**config.mk**
```make
export PLATFORM = sky130hd
export DESIGN_NAME = pipeline_stall_controller
export DESIGN_NICKNAME = d
export VERILOG_FILES = /design/src/rtl/pipeline_stall_controller.sv
export SDC_FILE = /design/constraint.sdc
export NUM_CORES = 1
export LEC_CHECK = 0
export ABC_AREA = 1
export CAP_MARGIN = 20
export CELL_PAD_IN_SITES_DETAIL_PLACEMENT = 0
export CELL_PAD_IN_SITES_GLOBAL_PLACEMENT = 1
export CORE_MARGIN = 8
export CORE_UTILIZATION = 38
export DETAILED_ROUTE_END_ITERATION = 10
export GPL_TIMING_DRIVEN = 0
export PLACE_DENSITY_LB_ADDON = 0.1
export SYNTH_ARGS = -nofsm -noshare
export SYNTH_HDL_FRONTEND = slang
export SYNTH_SLANG_ARGS = --single-unit
```
**constraint.sdc**
```tcl
create_clock -name clk -period 3.4 [get_ports clk]
set_input_delay 0.68 -clock clk [delete_from_list [all_inputs] [get_ports clk]]
set_output_delay 0.68 -clock clk [all_outputs]
set_load 0.02 [all_outputs]
```
**src/rtl/pipeline_stall_controller.sv**
```systemverilog
// rtl/pipeline_stall_controller.sv - load-use stall / branch flush hazard controller
// Requests act combinationally in the cycle they are presented; multi-cycle sequences run from a down counter.
module pipeline_stall_controller #(
    parameter int unsigned STALL_CYCLES = 1,
    parameter int unsigned FLUSH_CYCLES = 2
) (
    input  logic        clk,
    input  logic        rst,
    input  logic [1:0]  nop,
    input  logic [1:0]  flush,
    output logic        pc_write_en,
    output logic        pc_redirect,
    output logic        if_id_write_en,
    output logic        if_id_clear,
    output logic        id_ex_clear,
    output logic        busy,
    output logic [15:0] stall_count,
    output logic [15:0] flush_count,
    output logic        err_sticky
);

    typedef enum logic [1:0] {
        RUN     = 2'b00,
        STALL   = 2'b01,
        FLUSH   = 2'b10,
        ILLEGAL = 2'b11
    } state_t;

    localparam logic [2:0] STALL_RELOAD = 3'(STALL_CYCLES - 1);
    localparam logic [2:0] FLUSH_RELOAD = 3'(FLUSH_CYCLES - 1);

    state_t     state, state_nxt;
    logic [2:0] cnt, cnt_nxt;
    logic       flush_req, nop_req;
    logic       stall_inc, flush_inc;

    // Reserved encodings (2'b1x) never qualify as requests.
    assign flush_req = (flush == 2'b01);
    assign nop_req   = (nop == 2'b01);

    always_comb begin
        state_nxt      = state;
        cnt_nxt        = cnt;
        pc_write_en    = 1'b1;
        if_id_write_en = 1'b1;
        pc_redirect    = 1'b0;
        if_id_clear    = 1'b0;
        id_ex_clear    = 1'b0;
        busy           = 1'b0;
        stall_inc      = 1'b0;
        flush_inc      = 1'b0;

        if (rst) begin
            pc_write_en    = 1'b0;
            if_id_write_en = 1'b0;
            if_id_clear    = 1'b1;
            id_ex_clear    = 1'b1;
            state_nxt      = RUN;
            cnt_nxt        = 3'd0;
        end else begin
            busy = (state == STALL) || (state == FLUSH);
            if (flush_req) begin
                pc_redirect = 1'b1;
                if_id_clear = 1'b1;
                id_ex_clear = 1'b1;
                flush_inc   = 1'b1;
                if (FLUSH_CYCLES > 1) begin
                    state_nxt = FLUSH;
                    cnt_nxt   = FLUSH_RELOAD;
                end else begin
                    state_nxt = RUN;
                    cnt_nxt   = 3'd0;
                end
            end else begin
                case (state)
                    STALL: begin
                        pc_write_en    = 1'b0;
                        if_id_write_en = 1'b0;
                        id_ex_clear    = 1'b1;
                        if (cnt <= 3'd1) begin
                            state_nxt = RUN;
                            cnt_nxt   = 3'd0;
                        end else begin
                            cnt_nxt = cnt - 3'd1;
                        end
                    end
                    FLUSH: begin
                        if_id_clear = 1'b1;
                        id_ex_clear = 1'b1;
                        if (cnt <= 3'd1) begin
                            state_nxt = RUN;
                            cnt_nxt   = 3'd0;
                        end else begin
                            cnt_nxt = cnt - 3'd1;
                        end
                    end
                    default: begin
                        // RUN, and the unreachable encoding which recovers as RUN.
                        state_nxt = RUN;
                        cnt_nxt   = 3'd0;
                        if (nop_req) begin
                            pc_write_en    = 1'b0;
                            if_id_write_en = 1'b0;
                            id_ex_clear    = 1'b1;
                            stall_inc      = 1'b1;
                            if (STALL_CYCLES > 1) begin
                                state_nxt = STALL;
                                cnt_nxt   = STALL_RELOAD;
                            end
                        end
                    end
                endcase
            end
        end
    end

    always_ff @(posedge clk) begin
        if (rst) begin
            state       <= RUN;
            cnt         <= 3'd0;
            stall_count <= 16'd0;
            flush_count <= 16'd0;
            err_sticky  <= 1'b0;
        end else begin
            state <= state_nxt;
            cnt   <= cnt_nxt;
            if (stall_inc && (stall_count != 16'hFFFF))
                stall_count <= stall_count + 16'd1;
            if (flush_inc && (flush_count != 16'hFFFF))
                flush_count <= flush_count + 16'd1;
            err_sticky <= err_sticky | nop[1] | flush[1];
        end
    end

endmodule

```
; Word level (Yosys, flattened, before mapping)
; Cells that the tools add are included.
; Widths: inputs -> output; s select.
[word_totals]
mem_bits_ro = 0
register_bits = 37
mem_count = 0
mem_bits_rw = 0
word_cells = 44
latch_bits = 0
[op_classes]
mul = 0
n_reduce_logical = 3
n_div = 0
eq_ne = 5
shifts = 0
n_lt_le_gt_ge = 1
bitwise = 3
mux = 23
n_addsub = 3
[op_table]
columns = op, n
row1 = $add 16x1->16 const B, 2
row2 = $ne 16x16->1 const B, 2
row3 = $mux 1, 20
row4 = $mux 2, 3
row5 = $eq 2x1->1 const B, 2
row6 = $reduce_or 4->1, 1
row7 = $le 3x1->1 const B, 1
row8 = $ne 3x1->1 const B, 1
row9 = $sub 3x1->3 const B, 1
row10 = $logic_and 1x1->1, 2
row11 = $or 1x1->1, 2
row12 = $not 1->1, 1

; Longest topological paths before layout
; Gate-level depths: netlist (run 1).
[logic_depth]
word_depth = 6
ltp_mapped = 10
depth_no_buf = 10

; Worst setup path after synthesis (run 1)
; OpenSTA, ideal clock, no wires.
[synth_path]
path_type = input port to output port
startpoint = input flush[1]
endpoint = output pc_write_en
setup_slack_ps = 1182
arrival_ps = 1538
path_stages = 4
cell_sequence = inv_2 nand2_2 a31oi_1 buf_4
[synth_between]
elab_chain_len = 3
[synth_rtl]
columns = item, line
row1 = start: declaration, 10  ; input logic [1:0] flush,
row2 = $eq 2x1->1, 38  ; assign flush_req = (flush == 2'b01);
row3 = $mux 1 (2 in series), --
row4 = end: declaration, 11  ; output logic pc_write_en,
; Every way passes these cells.

; Worst setup path in the final report (run 1)
[layout_path]
startpoint = input rst
endpoint = output id_ex_clear
[layout_between]
elab_chain_len = 1
[layout_rtl]
columns = item, line
row1 = start: declaration, 8  ; input logic rst,
row2 = $mux 1, 53  ; if (rst) begin
row3 = end: declaration, 15  ; output logic id_ex_clear,
; Every way passes these cells.

==> results.yml, run 1 <==
run_status:
  status: "finished clean"
die:
  die_area_um2: 8080
  fp-row-count: 27
  dieHeight_um: 89.9
  ioPinCount: 45
  die_width_um: 89.9
  initial_core_util_pct: 38.4
  coreArea_um2: 5410
logic_synthesis:
  synth_fp_nets: 326
  yosysTopAreaCell: "dfxtp_1"
  synthArstFlopShare_pct: 0
  synthFlopType: "dfxtp_1"
  syn_area_um2: 2080
  yosys.cell_count.top_type: "nand2_1"
  synth_edf_count: 0
  netlist_top_cells_count: "nand2_1 (88), nor2_1 (70), dfxtp_1 (37)"
  ys_warn_count: 0
  syn_inst: 316
  synth_area_leaders: "dfxtp_1 (36%), nand2_1 (16%), nor2_1 (13%), nand3_1 (8.2%), a21oi_1 (5.1%)"
  ys_seq_elements: 37
  synth_top_area_share_pct: 35.7
  avgSynthCellArea_um2: 6.57
  yosys.cell_types.count: 26
  ys_seq_area_share_pct: 35.7
worst_setup_path:
  cp-end-kind: "primary output"
  slowest_stage: "clkdlybuf4s50_1"
  critPathRequiredTime_ns: 2.72
  critPathKind: "input port to primary output"
  cpPeakStageDelay_ns: 0.58
  critPathLaunchType: "input port"
  cpMostUsedCell: "clkdlybuf4s50_1"
  path_max_fanout: 10
  crit_chain: "clkdlybuf4s50_1, inv_2, clkbuf_1, nand4_1, clkdlybuf4s50_1"
  critPathArrivalTime_ns: 2.53
power:
  leakage_nw: 0.961
  vdd_drop_max_mv: 0.147
  combPwrFrac_pct: 8.5
  p_int_uw: 601
  p_switching_uw: 199
  power_frac_clock_pct: 36.4
  power_per_cell_area_nw_per_um2: 298
  switching_share_pct: 24.9
  p_seq_share_pct: 55.1
timing:
  fin_ws_ns: 0.189
  final-hold-violation-count: 0
  tightest_slew_ns: 0.495
  fin_worst_skew_ns: 0.00666
  rsz0062_at_grt: "no"
  fin_crit_sh_pct: 94.4
  slew_headroom_pct: 67.0
  finalSetupTns_ns: 0
  fmax_mhz: 311
  setup_viol: 0
  fin_crit_ns: 3.21
  report.final.slew_viol_count: 0
cells_and_area:
  utilization_pct: 49.6
  area_delta_synth_final_pct: 29.1
  antenna_cells: 0
  final_cell_count_no_fill: 438
  drive_gt1_share_pct: 9.84
  nNetsFinal: 377
route:
  vias: 2077
  firstDrtPassIters: 4
  drc: 0
  detail-route-antenna-nets: 0
  wl_per_cell_um: 12.3
  routed_via_density: 4.74
  drt_wl_total_um: 5370
  drt_iter0_drc: 110
global_routing:
  grt_pass1_vias: 2065
  grt_max_degree: 11
  grt_overflow_total: 0
  grt_pass1_wl_um: 9460
  grtUsageTotal_pct: 13.8
  antenna_found_initial: 0
clock_tree:
  cts_setup_buffers: 0
  clk-insertion-delay-late_ns: 0.29
  root_buffer: "clkbuf_8"
  numCtsBuffers: 5
  htree_levels: 2
  ctsResizeCount: 0
  cts.reportedPaths.clkPinSlew_ns: 0.07
  hold_buffers: 0
  cts.sinks: 37
  cts.path.max_buffers: 2
  cts_tree: "yes"
worst_hold_path:
  hp-class: "flop to flop"
place:
  placedCellCount: 432
  hpwl_um: 4120
  port_buffers: 44
  place.gp.congestion: 0.815
  post-place-ws_ns: 0.142
job:
  cap_viol_max_count: 0
[power by group through the flow]
stage | clock network (mW) | registers (mW) | logic [mW]
floorplan | 0 | 0.454 | 0.0354
global placement | 0 | 0.451 | 0.0681
detailed placement | 0 | 0.451 | 0.0686
CTS | 0.304 | 0.441 | 0.0688
global route | 0.323 | 0.441 | 0.0747
finish | 0.291 | 0.441 | 0.0677
[cells by family (layout without fill, tap and decap cells)]
kind of cell	after synthesis	after routing	synth area share [%]
XOR/XNOR	7	7	2.95
buffers and inverters	26	76	5.30
AND/OR/NAND/NOR	215	215	47.1
flip-flops	37	37	35.7
adder cells (fa/ha/maj)	4	4	2.41
AO/OA/AOI/OAI	27	27	6.57
[state kept, by name, indices dropped and copies added (netlist names)]
signal and count:
err_sticky 1, cnt 3, state 1, flush_count 16, stall_count 16
[area by class of cell]
class	instances	area (um2)
tap	72	90.1
timing repair buffer	44	440
clock inverter	1	5.00
fill	580	2730
buffer	5	31.3
inverter	21	78.8
multi-input combinational	253	1220
sequential	37	741
clock buffer	5	68.8
[metal layers]
layer	global-route usage (%)	up-vias	wire, um
met5	0	-	0
met4	4.99	0	66
met3	4.41	6	298
met2	20.7	46	2180
met1	18.0	920	2830
li1	-	1105	-
[final timing paths]
| kind | startpoint | to | slack, ns | cells past startpoint |
|---|---|---|---|---|
| worst min register to register | cnt[0] | cnt[0] | 0.49 | 1 |
| worst max-delay path | rst | id_ex_clear | 0.19 | 5 |
| worst min-delay path | cnt[0] | cnt[0] | 0.49 | 1 |
| worst max register to register | stall_count[0] | stall_count[14] | 1.78 | 8 |
[worst max-delay path: cells and delay by family]
| kind | cells | cell delay (ns) |
|---|---|---|
| AND/OR/NAND/NOR | 1 | 0.15 |
| buffers and inverters | 4 | 1.71 |
[placed cells by master, fill, tap and decap left out, drive strengths merged]
cell,instances
or2,1
o21ai,5
nand3,35
a21oi,21
xor2,4
clkdlybuf4s50,44
clkbuf,7
inv,21
nand2,93
nor2,80
xnor2,3
nand4,4
ha,4
dfxtp,37
nand3b,2
buf,3
clkinv,1
a31oi,1
[per-stage QoR]
| step | cell area [um2] | total power, mW | hold WS (ns) |
|---|---|---|---|
| 3_5_place_dp | 2610 | 0.520 | 0.483 |
| 2_1_floorplan | 2080 | 0.489 | 0.451 |
| 4_1_cts | 2680 | 0.814 | 0.499 |
| 6_report | 2680 | 0.800 | 0.488 |
| 5_1_grt | 2680 | 0.839 | 0.537 |
| 3_3_place_gp | 2610 | 0.519 | 0.474 |
No activity file was read; power rests on OpenSTA's default activity.
==> inputs of run 2 (changes only) <==
Settings changed: CORE_ASPECT_RATIO set to 0.6.
==> run 2 against run 1 <==
- core utilization up 2.4 points
- largest power group unchanged
- via count fell by 1.1%
- sequential power about the same
- highest routed layer unchanged
==> results.yml, run 2 (synthesis results as in run 1) <==
run_status:
  status: "finished clean"
clock_tree:
  cts_tree: "yes"
  cts.path.max_buffers: 2
  hold_buffers: 0
  ctsResizeCount: 0
  cts.reportedPaths.clkPinSlew_ns: 0.07
  numCtsBuffers: 5
  clk-insertion-delay-late_ns: 0.29
  root_buffer: "clkbuf_8"
  htree_levels: 2
  cts_setup_buffers: 0
  cts.sinks: 37
worst_hold_path:
  hp-class: "flop to flop"
cells_and_area:
  antenna_cells: 0
  nNetsFinal: 376
  fillers: 532
  multiInputGateArea_um2: 1220
  drive_gt1_share_pct: 10.1
  final_common_cell: "nand2_1"
  mostFrequentLayoutCells: "nand2_1 (88), nor2_1 (70), clkdlybuf4s50_1 (44)"
  final_cell_count_no_fill: 433
  area_delta_synth_final_pct: 29.0
  final_cell_area_um2: 2680
  seq_area_um2: 741
  reg.largest.list: "flush_count x16, stall_count x16, cnt x3"
global_routing:
  grt_pass1_vias: 1890
  grtUsageTotal_pct: 14.9
  grt_max_degree: 12
  antenna_found_initial: 0
  grt_pass1_wl_um: 9940
  grt_overflow_total: 0
die:
  ioPinCount: 45
  fp-row-count: 20
  initial_core_util_pct: 40.3
  coreArea_um2: 5150
  die_width_um: 111
  dieHeight_um: 73.3
  die_area_um2: 8160
route:
  drc: 0
  wl_per_cell_um: 13.3
  detail-route-antenna-nets: 0
  vias: 2055
  drt_wl_total_um: 5750
  routed_via_density: 4.75
  drt_iter0_drc: 157
  firstDrtPassIters: 4
place:
  hpwl_um: 4570
  placedCellCount: 426
  place.gp.congestion: 0.856
  port_buffers: 44
  placed_cell_area_um2: 2600
timing:
  report.final.slew_viol_count: 0
  finalSetupTns_ns: 0
  fmax_mhz: 322
  fin_crit_sh_pct: 91.4
  fin_worst_skew_ns: 0.00419
  setup_viol: 0
  tightest_slew_ns: 0.617
  rsz0062_at_grt: "no"
  final-hold-violation-count: 0
  slew_headroom_pct: 58.9
  fin_crit_ns: 3.11
worst_setup_path:
  r2r_slack_ns: 1.80
  critPathKind: "input port to primary output"
  critPathArrivalTime_ns: 2.43
  cpPeakStageDelay_ns: 0.62
  startpoint: "rst"
  crit_chain: "clkdlybuf4s50_1, inv_2, nand3_4, inv_2, clkdlybuf4s50_1"
  worstSetupEndpoint: "pc_redirect"
  cp-end-kind: "primary output"
  slowest_stage: "clkdlybuf4s50_1"
  timing.rr.end: "flush_count[13]"
  critPathRequiredTime_ns: 2.72
  critPathLaunchType: "input port"
  crit-reg2reg-launch: "flush_count[0]"
  path_max_fanout: 17
  r2r_cells: 7
power:
  vdd_drop_max_mv: 0.152
  leakage_nw: 0.965
  power_per_cell_area_nw_per_um2: 303
job:
  cap_viol_max_count: 0
run 2: changes by cell type in the layout (fill, tap and decap cells not counted), sizes merged:
cell / change
clkinv: +1
run 2: worst min-delay path by stage:
stage	slack [ns]	cells past startpoint	to	startpoint
floorplan	0.45	1	cnt[0]	cnt[0]
global placement	0.48	1	cnt[0]	cnt[0]
detailed placement	0.49	1	cnt[0]	cnt[0]
CTS	0.51	1	cnt[0]	cnt[0]
global route	0.53	1	cnt[0]	cnt[0]
finish	0.50	1	cnt[0]	cnt[0]
run 2: worst max-delay path: cells and delay by family:
kind,cells,cell delay [ns]
simple gates,1,0.17
buf+inv,4,1.57
run 2: layout make-up:
cell class              count  share of cell area (%)
plain buffers               4                    1.03
clock buffers               6                    2.71
clock inverters             2                   0.374
inverters                  21                    2.94
multi-input cells         253                    45.7
flip-flops and latches     37                    27.7
well taps                  66                    3.08
repair buffers             44                    16.4
run 2: per-stage QoR:
stage / hold slack (ns) / total power [mW] / worst slack, ns / utilization [%]
detailed placement: 0.489 / 0.522 / 0.144 / 50.4
floorplan: 0.451 / 0.489 / 1.18 / -
global route: 0.530 / 0.852 / 0.121 / 51.9
finish: 0.498 / 0.812 / 0.291 / 51.9
CTS: 0.510 / 0.824 / 0.132 / 52.0
global placement: 0.479 / 0.521 / 0.175 / 50.4
run 2: power by group:
| group | switching, mW | total (mW) | internal, mW |
|---|---|---|---|
| Combinational | 0.0405 | 0.0687 | 0.0282 |
| Clock | 0.160 | 0.302 | 0.142 |
| Sequential | 0.00420 | 0.441 | 0.437 |
| Total | 0.205 | 0.812 | 0.608 |
run 2: routing by layer:
metal / global-route usage, % / routed length (um) / part of all wire (%)
met5: 0 / 0 / 0
met4: 3.52 / 19 / 0.33
met3: 4.55 / 342 / 5.9
met2: 19.1 / 2050 / 36
met1: 22.7 / 3340 / 58
